===== config.mk =====
export PLATFORM = sky130hd
export DESIGN_NAME = lcd_nibble_receiver
export DESIGN_NICKNAME = d
export VERILOG_FILES = /design/src/rtl/lcd_nibble_receiver.sv
export SDC_FILE = /design/constraint.sdc
export NUM_CORES = 1
export LEC_CHECK = 0
export CAP_MARGIN = 20
export CELL_PAD_IN_SITES_DETAIL_PLACEMENT = 2
export CELL_PAD_IN_SITES_GLOBAL_PLACEMENT = 2
export CORE_UTILIZATION = 41
export CTS_BUF_LIST = sky130_fd_sc_hd__clkbuf_16
export CTS_CLUSTER_DIAMETER = 40
export DETAILED_ROUTE_END_ITERATION = 10
export GPL_TIMING_DRIVEN = 0
export PLACE_DENSITY = 0.91
export SYNTH_ARGS = -nofsm -noshare
export SYNTH_HDL_FRONTEND = slang
export SYNTH_SLANG_ARGS = --single-unit

===== constraint.sdc =====
create_clock -name clk -period 12.43 [get_ports clk]
set_input_delay 3.1075 -clock clk [delete_from_list [all_inputs] [get_ports clk]]
set_output_delay 3.1075 -clock clk [all_outputs]
set_load 0.02 [all_outputs]

===== src/rtl/lcd_nibble_receiver.sv =====
// lcd_nibble_receiver: receiving end of a 4-bit HD44780-style LCD bus.
// Follows the 4-bit init sequence, pairs nibbles into bytes, executes the
// command subset the display driver uses, and keeps a 2x16 shadow DDRAM in
// flops that can be read back through a registered read port.
module lcd_nibble_receiver (
  input  logic       clk,
  input  logic       rst,
  input  logic       lcd_e,
  input  logic       lcd_rs,
  input  logic       lcd_rw,
  input  logic [3:0] lcd_dat,
  input  logic [4:0] rd_addr,
  output logic [7:0] rd_char,
  output logic       byte_valid,
  output logic       byte_is_data,
  output logic [7:0] last_byte,
  output logic [4:0] cursor,
  output logic       init_done,
  output logic       disp_on,
  output logic       busy,
  output logic       err
);

  typedef enum logic [1:0] {
    S_INIT = 2'd0,
    S_HI   = 2'd1,
    S_LO   = 2'd2
  } state_t;

  // Synchroniser chain, bus order {e, rs, rw, dat[3:0]}
  logic [6:0] sync1_q, sync2_q;
  logic       e_prev_q;

  state_t     state_q, state_d;
  logic [3:0] hi_q, hi_d;
  logic       hi_rs_q, hi_rs_d;
  logic       id_q, id_d;
  logic [4:0] cursor_q, cursor_d;
  logic [7:0] mem_q [32];
  logic [7:0] mem_d [32];
  logic       busy_q, busy_d;
  logic [4:0] clr_cnt_q, clr_cnt_d;
  logic       byte_valid_q, byte_valid_d;
  logic       byte_is_data_q, byte_is_data_d;
  logic [7:0] last_byte_q, last_byte_d;
  logic       init_done_q, init_done_d;
  logic       disp_on_q, disp_on_d;
  logic       err_q, err_d;
  logic [7:0] rd_char_q, rd_char_d;

  logic       e_s, rs_s, rw_s, strobe_s;
  logic [3:0] dat_s;
  logic [7:0] byte_s;

  assign e_s      = sync2_q[6];
  assign rs_s     = sync2_q[5];
  assign rw_s     = sync2_q[4];
  assign dat_s    = sync2_q[3:0];
  // Falling edge of the synchronised enable is the sampling point
  assign strobe_s = e_prev_q & ~e_s;
  assign byte_s   = {hi_q, dat_s};

  // Two-flop synchronisers for all bus inputs plus the previous-E flop
  always_ff @(posedge clk or posedge rst) begin
    if (rst) begin
      sync1_q  <= 7'd0;
      sync2_q  <= 7'd0;
      e_prev_q <= 1'b0;
    end else begin
      sync1_q  <= {lcd_e, lcd_rs, lcd_rw, lcd_dat};
      sync2_q  <= sync1_q;
      e_prev_q <= e_s;
    end
  end

  // Next-state logic: clear engine, init/nibble FSM and byte execution
  always_comb begin
    state_d        = state_q;
    hi_d           = hi_q;
    hi_rs_d        = hi_rs_q;
    id_d           = id_q;
    cursor_d       = cursor_q;
    mem_d          = mem_q;
    busy_d         = busy_q;
    clr_cnt_d      = clr_cnt_q;
    byte_valid_d   = 1'b0;
    byte_is_data_d = byte_is_data_q;
    last_byte_d    = last_byte_q;
    init_done_d    = init_done_q;
    disp_on_d      = disp_on_q;
    err_d          = err_q;
    rd_char_d      = mem_q[rd_addr];

    // Clear engine: one cell per clk, finishing with cursor home and I/D=1
    if (busy_q) begin
      mem_d[clr_cnt_q] = 8'h20;
      if (clr_cnt_q == 5'd31) begin
        busy_d    = 1'b0;
        clr_cnt_d = 5'd0;
        cursor_d  = 5'd0;
        id_d      = 1'b1;
      end else begin
        clr_cnt_d = clr_cnt_q + 5'd1;
      end
    end else begin
      clr_cnt_d = clr_cnt_q;
    end

    if (strobe_s) begin
      if (rw_s) begin
        // Reads are not supported: flag and leave all state alone
        err_d = 1'b1;
      end else begin
        case (state_q)
          S_INIT: begin
            if (!rs_s && (dat_s == 4'h2)) begin
              state_d     = S_HI;
              init_done_d = 1'b1;
            end else if (!rs_s && (dat_s == 4'h3)) begin
              state_d = S_INIT;
            end else begin
              err_d = 1'b1;
            end
          end
          S_HI: begin
            hi_d    = dat_s;
            hi_rs_d = rs_s;
            state_d = S_LO;
          end
          S_LO: begin
            state_d = S_HI;
            if (busy_q || (rs_s != hi_rs_q)) begin
              err_d = 1'b1;
            end else begin
              byte_valid_d   = 1'b1;
              last_byte_d    = byte_s;
              byte_is_data_d = rs_s;
              if (rs_s) begin
                mem_d[cursor_q] = byte_s;
                cursor_d = id_q ? (cursor_q + 5'd1) : (cursor_q - 5'd1);
              end else if (byte_s == 8'h01) begin
                busy_d    = 1'b1;
                clr_cnt_d = 5'd0;
              end else if (byte_s[7:1] == 7'h01) begin
                cursor_d = 5'd0;
              end else if (byte_s[7:2] == 6'h01) begin
                id_d = byte_s[1];
              end else if (byte_s[7:3] == 5'h01) begin
                disp_on_d = byte_s[2];
              end else if (byte_s[7] == 1'b0) begin
                // Shift / function set / CGRAM address / 0x00: no effect
                cursor_d = cursor_q;
              end else if (byte_s[7:4] == 4'h8) begin
                cursor_d = {1'b0, byte_s[3:0]};
              end else if (byte_s[7:4] == 4'hC) begin
                cursor_d = {1'b1, byte_s[3:0]};
              end else begin
                err_d = 1'b1;
              end
            end
          end
          default: begin
            state_d = S_INIT;
          end
        endcase
      end
    end else begin
      state_d = state_q;
    end
  end

  // State, shadow DDRAM and registered outputs
  always_ff @(posedge clk or posedge rst) begin
    if (rst) begin
      state_q        <= S_INIT;
      hi_q           <= 4'h0;
      hi_rs_q        <= 1'b0;
      id_q           <= 1'b1;
      cursor_q       <= 5'd0;
      busy_q         <= 1'b0;
      clr_cnt_q      <= 5'd0;
      byte_valid_q   <= 1'b0;
      byte_is_data_q <= 1'b0;
      last_byte_q    <= 8'h00;
      init_done_q    <= 1'b0;
      disp_on_q      <= 1'b0;
      err_q          <= 1'b0;
      rd_char_q      <= 8'h20;
      for (int i = 0; i < 32; i++) begin
        mem_q[i] <= 8'h20;
      end
    end else begin
      state_q        <= state_d;
      hi_q           <= hi_d;
      hi_rs_q        <= hi_rs_d;
      id_q           <= id_d;
      cursor_q       <= cursor_d;
      busy_q         <= busy_d;
      clr_cnt_q      <= clr_cnt_d;
      byte_valid_q   <= byte_valid_d;
      byte_is_data_q <= byte_is_data_d;
      last_byte_q    <= last_byte_d;
      init_done_q    <= init_done_d;
      disp_on_q      <= disp_on_d;
      err_q          <= err_d;
      rd_char_q      <= rd_char_d;
      for (int i = 0; i < 32; i++) begin
        mem_q[i] <= mem_d[i];
      end
    end
  end

  assign rd_char      = rd_char_q;
  assign byte_valid   = byte_valid_q;
  assign byte_is_data = byte_is_data_q;
  assign last_byte    = last_byte_q;
  assign cursor       = cursor_q;
  assign init_done    = init_done_q;
  assign disp_on      = disp_on_q;
  assign busy         = busy_q;
  assign err          = err_q;

endmodule


### Word-level counts from Yosys, hierarchy flattened

Index checks and enable logic that the tools add are counted.

| operators by class | value |
|---|---|
| reduce and logical (&&, ||, !) cells | 14 |
| $lt $le $gt $ge | 5 |
| add/subtract/negate cells | 3 |
| muxes and demuxes | 75 |
| bitwise logic cells | 14 |
| equal/unequal tests | 24 |

Operators by type and width:

| operator | number |
|---|---|
| 2-to-1 mux 256 bit | 6 |
| bitwise mux 256 bit | 1 |
| AND 224 bit | 1 |
| NOT 224 bit | 1 |
| 2-to-1 mux 5 bit | 23 |
| demux 8 bit (select 5 bit) | 2 |
| binary-select mux 8 bit (select 5 bit) | 1 |
| 2-to-1 mux 1 bit | 34 |
| 2-to-1 mux 8 bit | 4 |
| != test 4 bit, second input constant | 8 |
| OR 32 bit | 1 |
| greater-or-equal comparator 6 bit, second input constant | 3 |
| NOT 5 -> 6 bit | 3 |
| < comparator 6 x 1 -> 1 bit, second input constant | 2 |
| AND reduction 12 bit | 1 |
| adder 5 x 1 -> 5 bit, second input constant | 2 |
| != test 10 bit, second input constant | 1 |
| != test 3 bit, second input constant | 3 |
| AND reduction 9 bit | 1 |
| equality test 4 x 2 -> 1 bit, second input constant | 2 |
| equality test 4 bit, second input constant | 2 |
| equality test 8 x 1 -> 1 bit, second input constant | 1 |
| AND reduction 4 bit | 2 |
| equality test 7 x 1 -> 1 bit, second input constant | 1 |
| other kinds (18) | 29 |

| storage, ports and cells | value |
|---|---|
| bits in registers | 311 |
| input port bits | 14 |
| logic and storage cells | 184 |
| output and inout bits | 27 |

### Depth between registers and ports, before layout

| depth | value |
|---|---|
| depth in word-level cells | 15 |
| mapped depth | 8 |

### Worst setup path after synthesis

OpenSTA, ideal clock, no wires.

| timing | value |
|---|---|
| kind | input-to-reg |
| start | input rd_addr[0] |
| end | register rd_char_q[6] (netlist: rd_char[6]) |
| required time | 12305 ps |
| setup slack | 8004 ps |
| stages on the path | 5 |
| arrival | 4301 ps |
| buffers on the path | 2 |
| cells stage by stage | buf_4 > buf_2 > mux4_2 > o22ai_1 > nor4_1 |

| on the way | value |
|---|---|
| word-level cells in the longest chain between the ends | 4 |

RTL lines:

| what | line | RTL |
|---|---|---|
| start: declaration | 12 | `input logic [4:0] rd_addr,` |
| NOT 5 -> 6 bit (implied by the code) | 92 | `rd_char_d = mem_q[rd_addr];` |
| binary-select mux 8 bit (select 5 bit) | 92 |  |
| 2-to-1 mux 8 bit (implied by the code) (2 in a row) | 92 |  |
| named net rd_char_d[6] | 49 | `logic [7:0] rd_char_q, rd_char_d;` |
| end signal: assignment | 206 | `rd_char_q <= rd_char_d;` |
| end: declaration | 49 |  |

The timed path passes the listed nets, and every way through them passes these cells. The select of a mux whose other input is x is not followed.
A chain may end at the register's enable or synchronous reset.

### Worst setup path after layout

| timing | value |
|---|---|
| start | input rd_addr[1] |
| end | register rd_char_q[4] (netlist: rd_char[4]) |

Same word-level chain as after synthesis.

==> metrics.yaml <==
power_and_ir_drop:
  combPwrFrac_pct: 11.2
  p_int_mw: 2.07
  finalPower_mw: 2.96
  ir_drop_mv: 0.128
  powerDensity_nw_per_um2: 163
  p_switching_mw: 0.896
  leakage_nw: 8.72
  seqPwrFrac_pct: 35.5
  switching_share_pct: 30.2
  power.share.clock_pct: 53.2
clocking:
  cts-root-buf: "clkbuf_16"
  numCtsBuffers: 53
  cts.reportedPaths.clkPinSlew_ps: 50
  worstSkewPairLatency_ps: 620
  cts_setup_buffers: 0
  cts_tree: "done"
  clk_path_buf_depth: 3
  cts_resized: 0
  cts_max_level: 2
  ctsHoldBuffers: 0
  cts.sinks: 311
die:
  rows: 70
  die_w_um: 195
  core_area_sq_um: 36700
  dieArea_sq_um: 38100
  die_y_um: 195
  io_pins: 41
  initial_utilization_pct: 41.7
synthesis:
  yosysWarnings: 0
  ys_top_cells_by_area: "dfrtp_1 45%, nand2_1 11%, mux4_2 9.4%"
  ys_seq_area_share_pct: 51.2
  synth_cell_type_count: 58
  synth_cells: 1533
  synth_seq_cells: 311
  synth_flop_cell: "dfrtp_1"
  synth_nets: 1556
  syn_area_sq_um: 15300
  synth_top_area_share_pct: 45.3
  yosys.area.top_type: "dfrtp_1"
  syn_area_per_cell_sq_um: 9.98
  synth_enable_flop_cells: 0
  ys_async_sr_fraction_pct: 100
critical_path:
  cp_slowest_cell: "buf_1"
  crit_chain: "buf_2, buf_1, mux4_2, o22ai_1, nor4_1"
  cpPeakStageDelay_ps: 930
  arrival_ps: 5780
  reg2reg_from: "cursor[3]"
  cp-startpoint: "rd_addr[1]"
  critPathTopFamily: "buffers and inverters"
  path_buf_inv: 2
  rrSetupSlack_ps: 9150
  end_kind: "flip-flop"
  crit_path_max_fanout: 10
  r2r_end: "mem_q[14]"
  crit_type: "in2reg"
  start_kind: "input pin"
  r2r_cells: 5
  cp.required_ps: 12850
timing:
  whs_ps: 346
  period_share_pct: 43.1
  fin_worst_skew_ps: 42.6
  final-setup-viol-count: 0
  timing.fmax_ghz: 0.187
  fin_crit_ps: 5360
  tightest_slew_ps: 1190
  drv_slew: 0
  hold_viol_final: 0
  relSlewSlack_pct: 20.5
  rsz0062_at_grt: "false"
worst_hold_path:
  worstHoldEndpoint: "sync2_q[1]"
  hold_start: "sync1_q[1]"
  hold_class: "reg2reg"
  holdPathStages: 0
global_route:
  grt_usage_pct: 40.7
  grt_overflow_total: 0
  first_global_vias: 16400
  grt_first_pass_wirelength_um: 113000
  grt_antenna_before_repair: 4
  grt_max_degree: 128
finish:
  nets: 1653
  fillers: 3677
  utilization_pct: 49.6
  design_area_sq_um: 18200
  drive_gt1_share_pct: 18.9
  syn2layout_area_growth_pct: 19.0
  layout.cells.non_filler: 2145
outcome:
  status: "complete, no violations"
route:
  wire_per_inst_um: 36.3
  vias: 14700
  dr.first_iter.drc_count: 1581
  vias_per_cell: 6.86
  drc_errors: 0
  drt_pass1_iterations: 6
  postRouteAntennaNets: 0
  wirelength_um: 77900
flow_run:
  drv_cap: 0
placement:
  dp_hpwl_um: 43000
  placed_area_sq_um: 16300
  io_buffers: 35
  post-place-cells: 2038
  place_congestion: 0.917
worst reg2reg max path: cells and delay by family (launching register included):
kind | cells | cell delay, ps
simple gates | 4 | 1810
flops | 1 | 710
buf+inv | 1 | 690
synthesized netlist by cell type (2+ instances only):
cell type	number
nand3b_1	7
buf_6	2
dfstp_2	34
inv_1	11
nand2b_1	3
nor2_1	48
xnor2_1	4
a211oi_1	3
o21ai_1	7
nand3_2	29
mux2_2	6
o22ai_1	32
and2_1	6
and4_1	2
a21o_1	7
and3b_1	3
nor3_2	2
nor3b_1	3
buf_4	6
dfrtp_1	277
buf_2	22
xor2_1	3
mux4_2	64
mux2i_1	4
nand3_1	223
buf_1	17
or3b_2	4
nand2_1	462
nor3_4	29
a32o_1	2
and3_1	4
clkbuf_1	44
nor3b_2	4
clkbuf_2	2
or3_1	3
nor4_1	10
nor2b_1	3
or2_2	3
a31oi_1	5
a21oi_1	62
o21ai_0	40
nor3_1	8
ha_1	8
logic make-up after synthesis:
kind of cell    count (synthesis)  share of synthesized area, %
xor+xnor                        7                         0.401
buf+inv                       105                          3.09
mux                            74                          10.1
simple gates                  862                          28.3
fa+ha+maj                       9                         0.785
flops                         311                          51.2
compound gates                165                          6.09
cell usage in the layout (no fill, tap or decap), types with 4 or more instances in the layout:
| cell type | n |
|---|---|
| xnor2_1 | 4 |
| a21o_1 | 7 |
| mux2i_1 | 4 |
| nor3b_2 | 5 |
| ha_1 | 8 |
| a21oi_1 | 62 |
| buf_4 | 6 |
| nand2_1 | 462 |
| dfstp_2 | 34 |
| o22ai_1 | 32 |
| or3b_2 | 4 |
| o21ai_1 | 7 |
| nand3_1 | 223 |
| clkbuf_16 | 55 |
| clkinvlp_4 | 15 |
| bufinv_16 | 7 |
| nand3b_1 | 7 |
| clkdlybuf4s50_1 | 35 |
| nor3_1 | 8 |
| and3_1 | 4 |
| nor4_1 | 10 |
| a31oi_1 | 5 |
| o21ai_0 | 40 |
| buf_2 | 23 |
| clkinv_2 | 8 |
| nor3_4 | 29 |
| inv_6 | 7 |
| clkbuf_1 | 44 |
| dfrtp_1 | 277 |
| inv_1 | 14 |
| nand3_2 | 29 |
| mux4_2 | 64 |
| nor2_1 | 48 |
| and2_1 | 6 |
| mux2_2 | 6 |
| buf_1 | 17 |
layout make-up:
class,count,area (sq um),share of cell area (%)
multi-input combinational,1117,7000,38.5
inverter,11,48.8,0.268
sequential,311,7830,43.0
buffer,94,432,2.37
antenna,2,5.00,0.0275
timing repair buffer,42,464,2.55
clock buffer,55,1380,7.56
clock inverter,45,469,2.58
tap,468,586,3.22
through the flow:
step | TNS, ps | worst slack (ps)
6_report | 0 | 7070
5_1_grt | 0 | 7200
4_1_cts | 0 | 7320
3_5_place_dp | 0 | 6910
3_3_place_gp | -922420 | -3370
2_1_floorplan | 0 | 778
layer usage:
metal  routed length, um  global-route usage, %
met1               28000                   46.9
met4                5600                   27.6
met2               36900                   66.4
met5                  29                      0
met3                7440                   11.3
power by group through the flow:
stage	logic, mW	clock network, mW	registers, mW
6_report	0.333	1.58	1.05
3_3_place_gp	0.284	0	1.06
5_1_grt	0.337	1.61	1.05
3_5_place_dp	0.301	0	1.07
2_1_floorplan	0.164	0	1.07
4_1_cts	0.315	1.57	1.05
worst max path at each step:
stage                            end  slack, ps  cells past startpoint
after floorplan                 busy        780                      1
after global routing      rd_char[4]       7200                      5
after global placement     mem_q[76]      -3370                      2
after detailed placement  rd_char[7]       6910                      5
after CTS                  cursor[2]       7320                      1
final                     rd_char[4]       7070                      5
sequential cells by signal, indices dropped and copies added, names as in the netlist, 2 cells and up:
name,count
state_q,2
hi_q,4
mem_q,256
last_byte,8
rd_char,8
cursor,5
clr_cnt_q,5
sync1_q,7
sync2_q,7
No activity file was read; power rests on OpenSTA's default activity.
